## config.mk

```make
export PLATFORM = sky130hd
export DESIGN_NAME = spm_ctrl
export DESIGN_NICKNAME = d
export VERILOG_FILES = /design/src/rtl/spm_pkg.sv /design/src/rtl/spm_ctrl_start_sync.sv /design/src/rtl/spm_ctrl.sv
export SDC_FILE = /design/constraint.sdc
export NUM_CORES = 1
export LEC_CHECK = 0
export BUFFER_PORTS_ARGS = -buffer_cell sky130_fd_sc_hd__buf_2
export CAP_MARGIN = 30
export CORE_MARGIN = 2
export CORE_UTILIZATION = 53
export CTS_CLUSTER_DIAMETER = 50
export DETAILED_ROUTE_END_ITERATION = 12
export GPL_ROUTABILITY_DRIVEN = 1
export PLACE_DENSITY = 0.88
export SLEW_MARGIN = 20
export SYNTH_ARGS = -nofsm -noshare
export SYNTH_HDL_FRONTEND = slang
export SYNTH_SLANG_ARGS = --single-unit
```

## constraint.sdc

```tcl
create_clock -name clk -period 2.1 [get_ports clk]
set_clock_uncertainty 0.1 [all_clocks]
set_input_delay 0.525 -clock clk [delete_from_list [all_inputs] [get_ports clk]]
set_output_delay 0.525 -clock clk [all_outputs]
set_load 0.02 [all_outputs]
```

## src/rtl/spm_pkg.sv

```systemverilog
// Shared definitions for the serial-parallel multiplier controller:
// the FSM state encoding and the default operand width.
package spm_pkg;

  localparam int SPM_WIDTH_DEFAULT = 8;

  typedef enum logic [1:0] {
    IDLE = 2'd0,
    LOAD = 2'd1,
    RUN  = 2'd2,
    DONE = 2'd3
  } spm_state_t;

endpackage

```

## src/rtl/spm_ctrl_start_sync.sv

```systemverilog
// start_sync: brings an asynchronous start request into the clk domain
// (three-flop synchronizer) and turns its rising edge into a one-cycle pulse.
module start_sync (
  input  logic clk,
  input  logic rst_n,
  input  logic async_in,
  output logic pulse
);

  logic [2:0] sync_q;
  logic       edge_q;

  always_ff @(posedge clk or negedge rst_n) begin
    if (!rst_n) begin
      sync_q <= 3'b000;
      edge_q <= 1'b0;
    end else begin
      sync_q <= {sync_q[1:0], async_in};
      edge_q <= sync_q[2];
    end
  end

  // A level held high produces exactly one pulse.
  assign pulse = sync_q[2] & ~edge_q;

endmodule

```

## src/rtl/spm_ctrl.sv

```systemverilog
// spm_ctrl: sequencer for a signed serial-parallel multiplier. Feeds the multiplier
// LSB-first and assembles the serial product. Define SPM_CTRL_ABORT_EN for an abort input.
module spm_ctrl
  import spm_pkg::*;
#(
  parameter int WIDTH = SPM_WIDTH_DEFAULT
) (
  input  logic               clk,
  input  logic               rst_n,
  input  logic               start_async,
`ifdef SPM_CTRL_ABORT_EN
  input  logic               abort,
`endif
  input  logic [WIDTH-1:0]   mcand,
  input  logic [WIDTH-1:0]   mplier,
  input  logic               p_bit,
  output logic [WIDTH-1:0]   mcand_q,
  output logic               load,
  output logic               shift_en,
  output logic               y_bit,
  output logic               busy,
  output logic               done,
  output logic [2*WIDTH-1:0] product
);

  localparam int CW = $clog2(2*WIDTH);
  localparam logic [CW-1:0] LAST_CNT = CW'(2*WIDTH-1);

  spm_state_t       state_q, state_d;
  logic             start_pulse;
  logic             abort_hit;
  logic [CW-1:0]    cnt_q;
  logic [WIDTH-1:0] shreg_q;
  logic [WIDTH-1:0] mcand_hold_q;
  logic [2*WIDTH-2:0] acc_q;
  logic [2*WIDTH-1:0] product_q;

  start_sync u_start_sync (
    .clk      (clk),
    .rst_n    (rst_n),
    .async_in (start_async),
    .pulse    (start_pulse)
  );

  always_comb begin
    abort_hit = 1'b0;
`ifdef SPM_CTRL_ABORT_EN
    abort_hit = abort;
`endif
  end

  always_comb begin
    state_d = state_q;
    unique case (state_q)
      IDLE: if (start_pulse) state_d = LOAD;
      LOAD: state_d = abort_hit ? IDLE : RUN;
      RUN: begin
        if (abort_hit)              state_d = IDLE;
        else if (cnt_q == LAST_CNT) state_d = DONE;
      end
      DONE: state_d = IDLE;
      default: state_d = IDLE;
    endcase
  end

  // The product register only takes the finished result, so an aborted run
  // leaves the previous product visible.
  always_ff @(posedge clk or negedge rst_n) begin
    if (!rst_n) begin
      state_q      <= IDLE;
      cnt_q        <= '0;
      shreg_q      <= '0;
      mcand_hold_q <= '0;
      acc_q        <= '0;
      product_q    <= '0;
    end else begin
      state_q <= state_d;
      if (state_q == LOAD) begin
        mcand_hold_q <= mcand;
        shreg_q      <= mplier;
        cnt_q        <= '0;
      end else if (state_q == RUN) begin
        shreg_q <= {shreg_q[WIDTH-1], shreg_q[WIDTH-1:1]};
        acc_q   <= {p_bit, acc_q[2*WIDTH-2:1]};
        cnt_q   <= cnt_q + CW'(1);
        if (cnt_q == LAST_CNT && !abort_hit) begin
          product_q <= {p_bit, acc_q};
        end
      end
    end
  end

  assign load     = (state_q == LOAD);
  assign shift_en = (state_q == RUN);
  assign y_bit    = shift_en & shreg_q[0];
  assign busy     = load | shift_en;
  assign done     = (state_q == DONE);
  assign mcand_q  = mcand_hold_q;
  assign product  = product_q;

endmodule

```

# ---- Word level (Yosys, flattened, before mapping)
# Cells that the tools add are included.
dict set report op_classes {
  n_addsub 1
  n_eq_ne 6
  muxes 7
  bitwise_logic 5
  reduce_logical 5
}
# operator count
set ops {}
lappend ops {{2-to-1 mux 4 bit} 2}
lappend ops {{2-to-1 mux 8 bit} 1}
lappend ops {{one-hot mux 2 bit (4 select lines)} 1}
lappend ops {{2-to-1 mux 7 bit} 1}
lappend ops {{adder 4 x 1 -> 4 bit, second input constant} 1}
lappend ops {{== test 2 bit, second input constant} 2}
lappend ops {{== test 4 bit, second input constant} 1}
lappend ops {{2-to-1 mux 2 bit} 2}
lappend ops {{AND reduction 2 bit} 2}
lappend ops {{AND reduction 3 bit} 1}
lappend ops {{AND 1 bit} 2}
lappend ops {{== test 2 x 1 -> 1 bit, second input constant} 1}
lappend ops {{zero test 2 bit} 1}
lappend ops {{inequality test 2 x 1 -> 1 bit, second input constant} 1}
lappend ops {{inequality test 2 bit, second input constant} 1}
lappend ops {{inverter 1 bit} 2}
lappend ops {{nonzero test 2 bit} 1}
lappend ops {{bitwise OR 1 bit} 1}
dict set report totals {
  ff_bits 57
  word_cells 33
}

# ---- Longest topological paths before layout
# Gate-level depths: netlist of the first run.
dict set report logic_depth {
  word_depth 4
  ltp_mapped 6
}

# ---- Hierarchy
# Synthesis of the first run repeated with hierarchy kept, for this count alone.
dict set report unflattened {
  cells_unflattened 155
  hier_area_um2 2337.2
}
# module n_inst cells_each area_each_um2 seq_area_each_um2
set by_module_without_submodules {}
lappend by_module_without_submodules {spm_ctrl 1 150 2223.4 1326.3}
lappend by_module_without_submodules {start_sync 1 5 113.9 100.1}

# ---- Worst setup path before layout of the first run
# Ideal clock, no wire load.
dict set report synth_path {
  path_kind {register to output}
  start {register state_q[0]}
  end {output port y_bit}
  arrival_ns 1.070
  setup_slack_ns 0.405
  path_stages_with_launch 4
  n_path_buf 0
  path_cell_list {dfrtp_1 inv_1 ha_1 and2_1}
}
dict set report synth_via {
  elab_chain_len 2
}
# item line_no
set synth_rtl {}
lappend synth_rtl {{start, declared} spm_ctrl.sv:29} ;# spm_state_t state_q, state_d;
lappend synth_rtl {{start signal, assigned} spm_ctrl.sv:77} ;# state_q <= state_d;
lappend synth_rtl {{== test 2 bit} spm_ctrl.sv:94} ;# assign shift_en = (state_q == RUN);
lappend synth_rtl {{via shift_en} spm_ctrl.sv:19} ;# output logic shift_en,
lappend synth_rtl {{AND 1 bit} spm_ctrl.sv:95} ;# assign y_bit = shift_en & shreg_q[0];
lappend synth_rtl {{end, declared} spm_ctrl.sv:20} ;# output logic y_bit,
# The timed path passes the listed nets, and every way through them passes these cells.

# ---- Worst setup path in the final report of the first run
dict set report layout_path {
  start {register state_q[0]}
  end {output port busy}
}
dict set report layout_via {
  elab_chain_len 2
  word_cells_on_any_way 3
}
# item line_no
set layout_rtl {}
lappend layout_rtl {{== test 2 x 1 -> 1 bit / == test 2 bit (equally long branches)} {spm_ctrl.sv:93, spm_ctrl.sv:94}}
lappend layout_rtl {{bitwise OR 1 bit *} spm_ctrl.sv:96} ;# assign busy = load | shift_en;
lappend layout_rtl {{end, declared} spm_ctrl.sv:21} ;# output logic busy,
# Mark *: on every way between the ends. The rest lies on a longest branch, timed or not.

==> results of run 1 <==
sequential cells by signal (all words and copies together), names as in the netlist:
register             flops
acc_q                   15
cnt_q                    4
mcand_q                  8
product                 16
shreg_q                  8
state_q                  2
u_start_sync.edge_q      1
u_start_sync.sync_q      3
final cells by class:
| type | count | area [µm²] | area share [%] |
|---|---|---|---|
| tap | 52 | 65.1 | 2.29 |
| clock inverter | 3 | 40.0 | 1.41 |
| sequential | 57 | 1430 | 50.3 |
| inverter | 5 | 18.8 | 0.661 |
| clock buffer | 12 | 155 | 5.47 |
| multi-input combinational | 85 | 841 | 29.6 |
| timing repair buffer | 53 | 290 | 10.2 |
through the flow:
stage	utilization (%)	power, µW	instances	hold slack, ns	setup WS, ns
finish	66.1	4780	267	0.0533	0.0507
global placement	61.5	3740	252	0.232	0.370
global route	66.1	5120	267	0.0794	-0.0280
detailed placement	61.5	3830	252	0.236	0.327
floorplan	-	3310	154	0.129	0.405
CTS	66.1	4850	267	0.0555	0.00872
layer usage:
metal  global-route usage, %  wire [µm]  up-vias
met4                    10.3         86        0
met2                    23.9       1510       50
met5                       0          0        -
met3                    6.78        247       10
li1                        -          -      650
met1                    20.4       1640      631
where the power goes:
part,internal (µW),total [µW],switching [µW]
clock,602,993,391
sequential,1580,1870,290
combinational,959,1920,962
worst min path at each step:
stage / startpoint / endpoint / slack, ns
after floorplan: rst_n / acc_q[0] / 0.13
after global placement: u_start_sync.sync_q[0] / u_start_sync.sync_q[1] / 0.23
final: rst_n / mcand_q[2] / 0.05
after CTS: rst_n / mcand_q[2] / 0.06
after detailed placement: u_start_sync.sync_q[0] / u_start_sync.sync_q[1] / 0.24
after global routing: rst_n / mcand_q[2] / 0.08
Yosys cell counts, types with 2 or more instances:
cell      number
mux2_4        10
nand3b_1       2
inv_1          5
nor2_1         8
dfrtp_1       57
nand3_1        2
buf_2          4
mux2i_1        8
o22ai_1        2
a21oi_1        7
ha_1           6
mux2_2        32
timing repair:
action                     4_1_cts  5_1_grt
setup endpoints to repair        1        2
resized for setup                1        1
buffers inserted                 0        0
cells by family (layout without fill, tap and decap cells):
logic type	after synthesis	count (layout)	synth area share, %
compound gates	13	13	3.28
flops	57	57	61.3
fa+ha+maj	6	6	3.23
mux	50	50	25.4
simple gates	16	16	4.14
buf+inv	12	73	2.64
critical path: stages, from the launching register on:
cell and delay (ns):
dfrtp_1 0.39, inv_1 0.10, ha_2 0.42, buf_2 0.19
==> impl_metrics.py, run 1 <==
metrics = {
    "drt": {
        "drc": 0,
        "vias_per_cell": 5.02,
        "drt_iter0_markers": 70,
        "num_vias": 1341,
        "drt-pass1-iter-count": 4,
        "routedWlPerCell_um": 13.1,
        "detail-route-antenna-nets": 0,
        "drt-total-wl_um": 3490,
    },
    "floorplan": {
        "io_pins": 49,
        "initial_core_util_pct": 54.2,
        "die_w_um": 70.2,
        "core_area_um2": 4290,
        "die_area_um2": 4930,
        "die_h_um": 70.2,
        "fp-row-count": 24,
    },
    "timing": {
        "slew_headroom_pct": 67.3,
        "fmax_mhz": 488,
        "worst_slew_pin_slew_ns": 0.491,
        "setup_viol": 0,
        "tns_ns": 0,
        "finalCritPeriodShare_pct": 97.6,
        "fin_crit_ns": 2.05,
        "rsz0062_at_grt": "true",
        "hold_viol": 0,
        "drv_slew": 0,
    },
    "worst_setup_path": {
        "crit_end": "busy",
        "worstPathMaxFanout": 10,
        "r2r-start": "state_q[0]",
        "cp.required_ns": 1.47,
        "crit_arrival_ns": 1.42,
        "path_class": "flop to output port",
        "end_kind": "output port",
        "cp-startpoint": "state_q[0]",
        "ff2ff_setup_slack_ns": 0.37,
        "reg2reg_to": "product[11]",
        "reg2reg_depth": 4,
        "cp-start-kind": "flop",
    },
    "synth": {
        "avgSynthCellArea_um2": 15.1,
        "syn_area_um2": 2330,
        "syn_nets": 180,
        "synth-edff-count": 0,
        "ys_async_sr_fraction_pct": 100,
        "ys_seq_elements": 57,
        "synthCells": 154,
        "synth_area_leaders": "dfrtp_1 (61%), mux2_2 (15%), mux2_4 (6.5%)",
        "synthFlopType": "dfrtp_1",
        "synth.distinct_cells": 23,
        "synth-seq-area-share_pct": 61.3,
        "synth.top_cell.area_share_pct": 61.3,
        "yosysWarnings": 0,
        "synth_area_leader_cell": "dfrtp_1",
    },
    "placement": {
        "routabilityCongestion": 0.719,
        "placed_cell_area_um2": 2640,
        "hpwlAfterDp_um": 2470,
        "io_buffer_count": 48,
    },
    "layout": {
        "area_growth_pct": 22.0,
        "final_common_cell": "dfrtp_1",
        "nets": 237,
        "final_cell_mix": "dfrtp_1 (56), buf_2 (48), mux2_2 (32)",
        "antenna_cells": 0,
        "drive_gt1_share_pct": 52.1,
        "fill_cells": 309,
        "fin_area_um2": 2840,
    },
    "clock_tree": {
        "cts_root_buf": "clkbuf_8",
        "h-tree-depth": 3,
        "clk_latency_ns": 0.33,
        "cts_made_buffers": 9,
        "cts_buffer_depth": 2,
        "ctsHoldBuffers": 0,
        "cts_tree": "built",
        "cts.sinks": 57,
        "clk_pin_slew_worst_paths_ns": 0.06,
    },
    "global_routing": {
        "grt_overflow": 0,
        "antenna_found_initial": 0,
        "grt_pass1_wl_um": 6050,
        "grt_usage_pct": 16.5,
        "grt_pass1_vias": 1352,
        "grt_max_degree": 37,
    },
    "worst_hold_path": {
        "hold_class": "input port to async pin",
    },
    "power_and_ir_drop": {
        "p_per_area_nw_per_um2": 1680,
        "p_leak_uw": 0.00143,
        "vdd.ir_drop.worst_uv": 877,
    },
    "run": {
        "maxCapViolCount": 0,
    },
    "run_status": {
        "status": "complete, no violations",
    },
}
(Power assumes the default switching activity.)
==> run 2, diff against run 1 <==
- RECOVER_POWER: default -> 100
==> impl_metrics.py, run 2 (synthesized netlist as in run 1, its figures left out) <==
metrics = {
    "floorplan": {
        "fp-row-count": 24,
        "initial_core_util_pct": 54.2,
        "core_area_um2": 4290,
        "io_pins": 49,
        "die_w_um": 70.2,
        "die_area_um2": 4930,
        "die_h_um": 70.2,
    },
    "run_status": {
        "status": "complete, no violations",
    },
    "timing": {
        "rsz0062_at_grt": "true",
        "fmax_mhz": 488,
        "hold-worst-slack_ns": 0.202,
        "slew_headroom_pct": 27.5,
        "setup_viol": 0,
        "finalCritPeriodShare_pct": 97.6,
        "tns_ns": 0,
        "hold_viol": 0,
        "drv_slew": 0,
        "fin_crit_ns": 2.05,
        "worst_slew_pin_slew_ns": 1.09,
    },
    "drt": {
        "drt-pass1-iter-count": 4,
        "drc": 0,
        "drt_iter0_markers": 70,
        "detail-route-antenna-nets": 0,
        "routedWlPerCell_um": 13.1,
        "drt-total-wl_um": 3490,
        "num_vias": 1341,
        "vias_per_cell": 5.02,
    },
    "power_and_ir_drop": {
        "vdd.ir_drop.worst_uv": 877,
        "p_per_area_nw_per_um2": 1690,
        "p_total_uw": 4780,
        "p_leak_uw": 0.00142,
    },
    "worst_setup_path": {
        "crit_arrival_ns": 1.42,
        "cp.required_ns": 1.47,
        "cp-startpoint": "state_q[0]",
        "r2r-start": "state_q[0]",
        "cp-start-kind": "flop",
        "end_kind": "output port",
        "reg2reg_depth": 4,
        "worstPathMaxFanout": 10,
        "ff2ff_setup_slack_ns": 0.37,
        "path_class": "flop to output port",
        "reg2reg_to": "product[11]",
        "crit_end": "busy",
    },
    "run": {
        "maxCapViolCount": 0,
    },
    "layout": {
        "antenna_cells": 0,
        "drive_gt1_share_pct": 51.6,
        "largest_reg_flops": 16,
        "area_growth_pct": 21.4,
        "nets": 237,
        "final_cell_mix": "dfrtp_1 (56), buf_2 (47), mux2_2 (32)",
        "final_common_cell": "dfrtp_1",
        "final_core_util_pct": 65.8,
    },
    "global_routing": {
        "grt_usage_pct": 16.5,
        "antenna_found_initial": 0,
        "grt_pass1_vias": 1352,
        "grt_pass1_wl_um": 6050,
        "grt_overflow": 0,
        "grt_max_degree": 37,
    },
    "clock_tree": {
        "ctsHoldBuffers": 0,
        "cts_tree": "built",
        "cts.sinks": 57,
        "cts_buffer_depth": 2,
        "postCtsSetupBuffers": 0,
        "clk_latency_ns": 0.33,
        "cts_root_buf": "clkbuf_8",
        "clk_pin_slew_worst_paths_ns": 0.06,
        "h-tree-depth": 3,
        "cts_made_buffers": 9,
    },
    "worst_hold_path": {
        "hold_depth": 1,
        "hold_class": "input port to flop",
    },
    "placement": {
        "hpwlAfterDp_um": 2470,
        "io_buffer_count": 48,
        "routabilityCongestion": 0.719,
    },
}
[run 2: worst min-delay path by stage]
| stage | start | end | slack [ns] |
|---|---|---|---|
| final | start_async | u_start_sync.sync_q[0] | 0.20 |
| after global routing | start_async | u_start_sync.sync_q[0] | 0.18 |
| after CTS | rst_n | mcand_q[2] | 0.06 |
| after detailed placement | u_start_sync.sync_q[0] | u_start_sync.sync_q[1] | 0.24 |
| after global placement | u_start_sync.sync_q[0] | u_start_sync.sync_q[1] | 0.23 |
| after floorplan | rst_n | acc_q[0] | 0.13 |
[run 2: worst max-delay path, stage by stage, from the launching register on]
cell and delay [ns]:
dfrtp_1 0.39, inv_1 0.10, ha_2 0.42, buf_2 0.19
[run 2: power breakdown]
| part | leakage (µW) | total, µW | switching, µW | internal (µW) |
|---|---|---|---|---|
| logic | 0.000628 | 1920 | 961 | 956 |
| clock network | 0.000102 | 993 | 391 | 602 |
| registers | 0.000695 | 1870 | 290 | 1580 |
| total | 0.00142 | 4780 | 1640 | 3130 |
[run 2: what timing repair did]
item / CTS / global route
endpoints found under the setup margin: 1 / 2
pin swaps: 0 / 0
gates resized for setup: 1 / 1
[run 2: area by class of cell]
cell class | instances | area, µm²
clock buffers | 12 | 155
flip-flops and latches | 57 | 1430
fillers | 311 | 1470
well taps | 52 | 65.1
repair buffers | 53 | 277
inverters | 5 | 18.8
multi-input cells | 85 | 841
clock inverters | 3 | 40.0
[run 2: per-layer routing]
metal	track usage (%)	vias up	routed length [µm]
li1	-	650	-
met1	20.4	631	1640
met2	23.9	50	1510
met3	6.78	10	246
met4	10.3	0	86
met5	0	-	0
[run 2: stage by stage]
stage	worst slack (ns)	std cells	cell area (µm²)
floorplan	0.405	154	2330
finish	0.0507	267	2820
global placement	0.370	252	2640
global route	-0.0280	267	2820
CTS	0.00872	267	2840
detailed placement	0.327	252	2640
